**config.mk**
```make
export PLATFORM = sky130hd
export DESIGN_NAME = instr_fetch_queue
export DESIGN_NICKNAME = d
export VERILOG_FILES = /design/src/rtl/instr_fetch_queue.sv
export SDC_FILE = /design/constraint.sdc
export NUM_CORES = 1
export LEC_CHECK = 0
export CORE_UTILIZATION = 51
export CTS_CLUSTER_SIZE = 25
export DETAILED_ROUTE_END_ITERATION = 8
export PLACE_DENSITY_LB_ADDON = 0.1
export SETUP_SLACK_MARGIN = 0.1
export SKIP_CTS_REPAIR_TIMING = 1
export SYNTH_ARGS = -nofsm -noshare
export SYNTH_HDL_FRONTEND = slang
export SYNTH_SLANG_ARGS = --single-unit
```
**constraint.sdc**
```tcl
create_clock -name clk_i -period 5.07 [get_ports clk_i]
set_input_delay 0.507 -clock clk_i [delete_from_list [all_inputs] [get_ports clk_i]]
set_output_delay 0.507 -clock clk_i [all_outputs]
set_load 0.01 [all_outputs]
```
**src/rtl/instr_fetch_queue.sv**
```systemverilog
// Instruction fetch front end: owns the fetch PC, keeps at most one word read
// in flight, and buffers returned instructions in an in-order queue for decode.
module instr_fetch_queue #(
   parameter logic [31:0] RESET_PC = 32'h0000_0000,
   parameter int          DEPTH    = 2
) (
   input  logic                     clk_i,
   input  logic                     rst_i,
   output logic                     imem_req_o,
   output logic [31:0]              imem_addr_o,
   input  logic                     imem_rvalid_i,
   input  logic [31:0]              imem_rdata_i,
   output logic                     instr_valid_o,
   input  logic                     instr_ready_i,
   output logic [31:0]              instr_o,
   output logic [31:0]              pc_o,
   output logic [31:0]              pc_plus4_o,
   input  logic                     branch_taken_i,
   input  logic [31:0]              branch_target_i,
   output logic [1:0]               dbg_state_o,
   output logic [$clog2(DEPTH):0]   dbg_count_o
);

   // Handshake: the head entry moves downstream on any cycle where
   // instr_valid_o and instr_ready_i are both high; valid never depends on ready.

   localparam int PW = $clog2(DEPTH);
   localparam logic [PW:0] DEPTH_C = (PW+1)'(DEPTH);

   typedef enum logic [1:0] {
      S_FETCH = 2'd0,
      S_WAIT  = 2'd1,
      S_DROP  = 2'd2
   } state_t;

   state_t         state;
   logic [31:0]    fetch_pc;
   logic [31:0]    req_pc;
   logic [PW:0]    count;
   logic [PW-1:0]  wr_ptr;
   logic [PW-1:0]  rd_ptr;
   logic [31:0]    instr_q [DEPTH];
   logic [31:0]    pc_q    [DEPTH];

   logic [31:0]    target;
   logic           push;
   logic           pop;
   logic           unused_target_bits;

   assign target             = {branch_target_i[31:2], 2'b00};
   assign unused_target_bits = ^branch_target_i[1:0];

   // A read is only issued with a free slot, so a push can never overflow.
   assign imem_req_o  = (state == S_FETCH) && (count < DEPTH_C) && !branch_taken_i && rst_i;
   assign imem_addr_o = fetch_pc;

   assign push = rst_i && (state == S_WAIT) && imem_rvalid_i && !branch_taken_i;
   assign pop  = instr_valid_o && instr_ready_i;

   assign instr_valid_o = rst_i && (count != '0);
   assign instr_o       = instr_valid_o ? instr_q[rd_ptr] : 32'h0;
   assign pc_o          = instr_valid_o ? pc_q[rd_ptr]    : 32'h0;
   assign pc_plus4_o    = pc_o + 32'd4;

   assign dbg_state_o = state;
   assign dbg_count_o = count;

   always_ff @(posedge clk_i) begin
      if (!rst_i) begin
         state    <= S_FETCH;
         fetch_pc <= RESET_PC;
         req_pc   <= 32'h0;
         count    <= '0;
         wr_ptr   <= '0;
         rd_ptr   <= '0;
      end else begin
         case (state)
            S_FETCH: begin
               if (branch_taken_i) begin
                  fetch_pc <= target;
               end else if (imem_req_o) begin
                  state    <= S_WAIT;
                  req_pc   <= fetch_pc;
                  fetch_pc <= fetch_pc + 32'd4;
               end
            end
            S_WAIT: begin
               if (branch_taken_i) begin
                  fetch_pc <= target;
                  state    <= imem_rvalid_i ? S_FETCH : S_DROP;
               end else if (imem_rvalid_i) begin
                  state <= S_FETCH;
               end
            end
            S_DROP: begin
               if (branch_taken_i) fetch_pc <= target;
               if (imem_rvalid_i)  state    <= S_FETCH;
            end
            default: state <= S_FETCH;
         endcase

         // A redirect flushes the queue; a pop in the same cycle still counts downstream.
         if (branch_taken_i) begin
            count  <= '0;
            wr_ptr <= '0;
            rd_ptr <= '0;
         end else begin
            if (push) wr_ptr <= wr_ptr + PW'(1);
            if (pop)  rd_ptr <= rd_ptr + PW'(1);
            case ({push, pop})
               2'b10:   count <= count + (PW+1)'(1);
               2'b01:   count <= count - (PW+1)'(1);
               default: count <= count;
            endcase
         end
      end
   end

   always_ff @(posedge clk_i) begin
      if (push) begin
         instr_q[wr_ptr] <= imem_rdata_i;
         pc_q[wr_ptr]    <= req_pc;
      end
   end

endmodule
```
Word-level counts from Yosys, hierarchy flattened
Memory sizes are Yosys's and may differ from the RTL's. A register that Yosys moved wholly into a read port is not among the register bits.
Cells that the tools add are included.
W data, S select, Z words.
{"block": "totals", "ff_bits": 70, "mem_bits_rw": 128, "out_inout_bits": 134, "elab_cells": 62, "memories": 2}
{"block": "classes", "addsub": 6, "order_cmp": 1, "n_eq_ne": 8, "n_mux": 19, "bitwise_logic": 2, "reduce_logical": 18}
{"memory": "instr_q", "depth": 2, "width": 32, "rd": 1, "rd_ports_with_merged_regs": 1, "wr": 1, "line_no": "42", "rtl": "logic [31:0] instr_q [DEPTH];"}
{"memory": "pc_q", "depth": 2, "width": 32, "rd": 1, "rd_ports_with_merged_regs": 1, "wr": 1, "line_no": "43", "rtl": "logic [31:0] pc_q [DEPTH];"}
{"op": "$mux W32", "n": 5}
{"op": "$add A32 B3 Y32 const B", "n": 2}
{"op": "$pmux W32 S2", "n": 1}
{"op": "$mux W2", "n": 5}
{"op": "$logic_and A1 B1 Y1", "n": 8}
{"op": "$mux W1", "n": 6}
{"op": "$pmux W2 S3", "n": 1}
{"op": "$reduce_and A3 Y1", "n": 2}
{"op": "$reduce_bool A2 Y1", "n": 3}
{"op": "$eq A2 B1 Y1 const B", "n": 2}
{"op": "$eq A2 B2 Y1 const B", "n": 2}
{"op": "$ne A2 B2 Y1 const B", "n": 2}
{"op": "$pmux W2 S2", "n": 1}
{"op": "$reduce_or A2 Y1", "n": 2}
{"op": "$ne A3 B3 Y1 const B", "n": 1}
{"op": "$add A1 B1 Y1 const B", "n": 2}
{"op": "$add A2 B1 Y2 const B", "n": 1}
{"op": "$logic_not A2 Y1", "n": 1}
{"op": "$lt A2 B2 Y1 const B", "n": 1}
{"op": "$ne A2 B1 Y1 const B", "n": 1}
{"op": "$not A1 Y1", "n": 2}
{"op": "$reduce_and A2 Y1", "n": 1}
{"op": "$sub A2 B1 Y2 const B", "n": 1}
{"op": "$logic_not A1 Y1", "n": 1}

Logic depth before layout (Yosys ltp)
{"block": "logic_depth", "depth_word": 7, "ltp_mapped": 12, "ltp_nobuf": 9}

Worst setup path before layout
Ideal clock, no wire load.
{"block": "synth_path", "path_kind": "input-to-reg", "startpoint": "input rst_i", "endpoint": "memory instr_q[0][0], enable pin", "setup_ns": 0.482, "arrival_ns": 3.593, "required_ns": 4.588, "path_slack_ns": 0.995, "path_stages": 3, "path_buffers": 1, "cell_sequence": "clkbuf_1 nand4b_1 nor2_1"}
{"block": "synth_between", "elab_chain_len": 5}
{"item": "start: declaration", "line_no": "8", "rtl": "input logic rst_i,"}
{"item": "$logic_and A1 B1 Y1 (3 in series)", "line_no": "57", "rtl": "assign push = rst_i && (state == S_WAIT) && imem_rvalid_i && !branch_taken_i;"}
{"item": "$mux W1", "line_no": "120", "rtl": "if (push) begin"}
{"item": "$mux W1 (implied by the code)", "line_no": "121", "rtl": "instr_q[wr_ptr] <= imem_rdata_i;"}
{"item": "end: declaration", "line_no": "42"}
Every way passes these cells.

==> impl_metrics.csv <==
group,metric,value,unit
timing,grt_setup_unrepaired,"false",
timing,setup_tns,0,ns
route,via_per_inst,5.47,
timing,final_hold_viol_count,0,
min_path,holdCritStartpoint,"req_pc[27]$_SDFFE_PN0P_",
power_and_ir_drop,p_sw,0.739,mW
critical_path,reg2reg_to,"imem_addr_o[28]$_SDFFE_PN0P_",
route,wirelength,20.4,mm
die,die_h,136,microns
critical_path,r2r_setup_slack,2.40,ns
power_and_ir_drop,seqPwrFrac,0.517,
critical_path,crit_slowest_cell,"nor4_1",
status,status,"finished, final reports clean",
min_path,holdCritPathClass,"register to register",
die,die_w,136,microns
power_and_ir_drop,p_per_area,285,mW/mm^2
placed_design,gp_congestion,0.844,
global_routing,antenna_found_initial,0,
clocking,cts_buffers,17,
critical_path,start_kind,"register",
power_and_ir_drop,p_leak,3.91,nW
clocking,clk_latency,0.42,ns
placed_design,port_buffers,194,
route,drc,0,
global_routing,grt_usage,0.226,
route,drtIter0Drc,431,
critical_path,crit_type,"register to primary output",
synth,ys_types,73,
timing,slew_headroom,0.326,
critical_path,crit_chain,"mux2i_1 -> nand2b_1 -> inv_1 -> ha_1 -> nor2b_1 -> nand4_2 -> nor4_1 -> xor2_1 -> clkdlybuf4s50_1",
critical_path,r2r_cells,6,
synth,ys_seq_area_frac,0.556,
clocking,clkTransAtPathRegs,0.07,ns
critical_path,worstPathRequired,4.56,ns
timing,tightest_slew,1.01,ns
finish,multiInputGateArea,0.00372,sq mm
timing,whs,0.457,ns
die,pin_count,203,
finish,syn_to_final_growth,29.0,%
critical_path,max_stage_delay,0.60,ns
die,die_area,0.0184,sq mm
finish,drive_above_1_share,0.0784,
synth,yosys.area.top_type,"edfxtp_1",
timing,max_freq,238,MHz
synth,yosysWarnings,0,
finish,final_core_util,0.677,
clocking,clockBufferDepth,2,
die,start_util,0.525,
route,first_pass_iters,5,
critical_path,setup.worst_path.end_class,"primary output",
timing,fin_crit,4.21,ns
timing,final_max_slew_viol_count,0,
synth,synth_top_flop_cell,"edfxtp_1",
clocking,clock-sinks,191,
timing,fin_skew,0.00990,ns
timing,post-route-period-util,0.830,
critical_path,arrival,3.70,ns
min_path,min_to,"pc_q[0][27]$_DFFE_PP_",
synth,synth-edff-count,124,
critical_path,r2r-start,"imem_addr_o[2]$_SDFFE_PN0P_",
route,ant_nets,0,
clocking,htree_num_levels,4,
global_routing,grt_start_max_net_pins,74,
finish,fin_nets,1084,
synth,synth_area,0.00911,sq mm
synth,syn_avg_cell_area,10.9,sq um
global_routing,overflow,0,
die,core-area,0.0174,sq mm
clocking,cts_tree,"done",
synth,async_flop_share,0,
power_and_ir_drop,pwr-share-clk,0.404,
global_routing,grt_pass1_wl,32.6,mm
power_and_ir_drop,intPower,2.61,mW
critical_path,cp_max_fo,26,
timing,setup_viol,0,
route,num_vias,6816,
finish,fillerInstances,1419,
min_path,worst_hold_path.num_cells,0,
finish,seq_area,0.00507,sq mm
synth,ys_ff_latch,191,
placed_design,dpl.hpwl,14.3,mm
power_and_ir_drop,combPwrFrac,0.079,
clocking,cts_root_buf,"clkbuf_16",
finish,diodes,0,
synth,syn_inst,838,
synth,yosysTopAreaCellShare,0.409,
die,placementRows,48,
synth,yosys-top-cells-area,"edfxtp_1 41%, dfxtp_1 15%, mux2i_1 6.8%, nand2_1 4.6%, nor2_1 4.4%",
power_and_ir_drop,ir_worst_vdd,0.252,mV
global_routing,grt_pass1_vias,6332,
route,drt-wirelength-per-cell,16.4,microns
job,cap_violations,0,
power_and_ir_drop,p_sw_frac,0.220,
## layout make-up
type / instances / share of cell area
multi-input combinational: 581 / 0.317
inverter: 12 / 0.00384
clock inverter: 10 / 0.0104
tap: 225 / 0.0240
timing repair buffer: 205 / 0.172
clock buffer: 22 / 0.0413
sequential: 191 / 0.432
## placed cells by master (no fill, tap or decap), drive strengths merged, types with 6 or more instances in the layout
cell / n
conb: 6
inv: 17
o21ai: 32
a21oi: 26
nand4: 17
xor2: 19
dfxtp: 67
nor4: 13
nor3: 15
nand3b: 6
nor2: 108
nand2: 112
mux2i: 62
nand2b: 8
ha: 7
edfxtp: 124
clkbuf: 22
a31oi: 6
a21boi: 40
buf: 12
nand3: 19
xnor2: 10
clkdlybuf4s50: 193
## power by group through the flow
| stage | clock network (mW) | logic [mW] | registers (mW) |
|---|---|---|---|
| floorplan | 0 | 0.133 | 1.76 |
| global placement | 0 | 0.258 | 1.77 |
| detailed placement | 0 | 0.262 | 1.77 |
| CTS | 1.38 | 0.263 | 1.73 |
| global route | 1.44 | 0.290 | 1.74 |
| finish | 1.35 | 0.263 | 1.73 |
## critical path, delay by kind of cell (launching register included)
family | cells | cell delay [ns]
simple gates | 4 | 1.52
flops | 1 | 0.57
fa+ha+maj | 1 | 0.18
mux | 1 | 0.18
xor+xnor | 1 | 0.19
buf+inv | 2 | 0.64
## metal layers
| metal | track usage | vias to the layer above | routed length (microns) | share of wire |
|---|---|---|---|---|
| li1 | - | 3357 | - | - |
| met4 | 0.0693 | 0 | 263 | 0.013 |
| met2 | 0.359 | 206 | 9470 | 0.46 |
| met3 | 0.0415 | 16 | 1290 | 0.063 |
| met5 | 0 | - | 0 | 0 |
| met1 | 0.312 | 3237 | 9370 | 0.46 |
## sequential cells by signal, summed over array words and instances (netlist names), named ones only
name and count:
dbg_state_o 2, req_pc 30, rd_ptr 1, imem_addr_o 30, pc_q 60, instr_q 64
wr_ptr 1, dbg_count_o 2
## per-stage QoR
step / instance area [sq um] / setup WS (ns) / cells / power (mW)
after floorplan: 9130 / 0.995 / 843 / 1.89
after global placement: 11100 / 1.20 / 1214 / 2.02
after detailed placement: 11100 / 1.14 / 1214 / 2.03
after CTS: 11700 / 0.837 / 1246 / 3.37
after global routing: 11700 / 0.638 / 1246 / 3.47
final: 11700 / 0.864 / 1246 / 3.35
## how the worst max path moves through the flow
stage,startpoint,end,cells past startpoint
after CTS,dbg_count_o[0]$_SDFFE_PP0P_,pc_plus4_o[17],7
after detailed placement,rst_i,pc_plus4_o[17],8
after global routing,register,pc_plus4_o[26],9
after global placement,rst_i,pc_plus4_o[17],8
after floorplan,rst_i,instr_q[0][0]$_DFFE_PP_,3
final,register,pc_plus4_o[26],9
## cell families (layout without fill, tap and decap cells)
kind of cell / Yosys count / count (layout) / synth area share
AOI/OAI and AO/OA: 149 / 149 / 0.117
adders and majority gates: 7 / 7 / 0.00962
xor gates and xnor gates: 29 / 29 / 0.0279
buffers and inverters: 71 / 249 / 0.0400
other: 1 / 6 / 0.000412
muxes: 64 / 64 / 0.0706
and+or+nand+nor: 326 / 326 / 0.179
DFF: 191 / 191 / 0.556
## cells in the mapped netlist (4+ instances only)
master and number:
nor2_1 106, inv_1 12, clkbuf_1 28, buf_4 9, edfxtp_1 124, nand2b_1 8, xor2_1 19, nand3b_1 4
o31a_1 4, buf_2 14, nand2_1 112, nor4_2 5, nor3_1 12, a21boi_0 39, o31ai_1 5, buf_6 4
a21oi_1 26, dfxtp_1 67, nand3_1 19, a31oi_1 5, nand4_1 14, mux2i_1 62, and3_1 5, nor4_1 7
ha_1 7, o221a_2 5, o21ai_0 30, xnor2_1 10
Note: power is estimated with default switching activity, not from simulation.
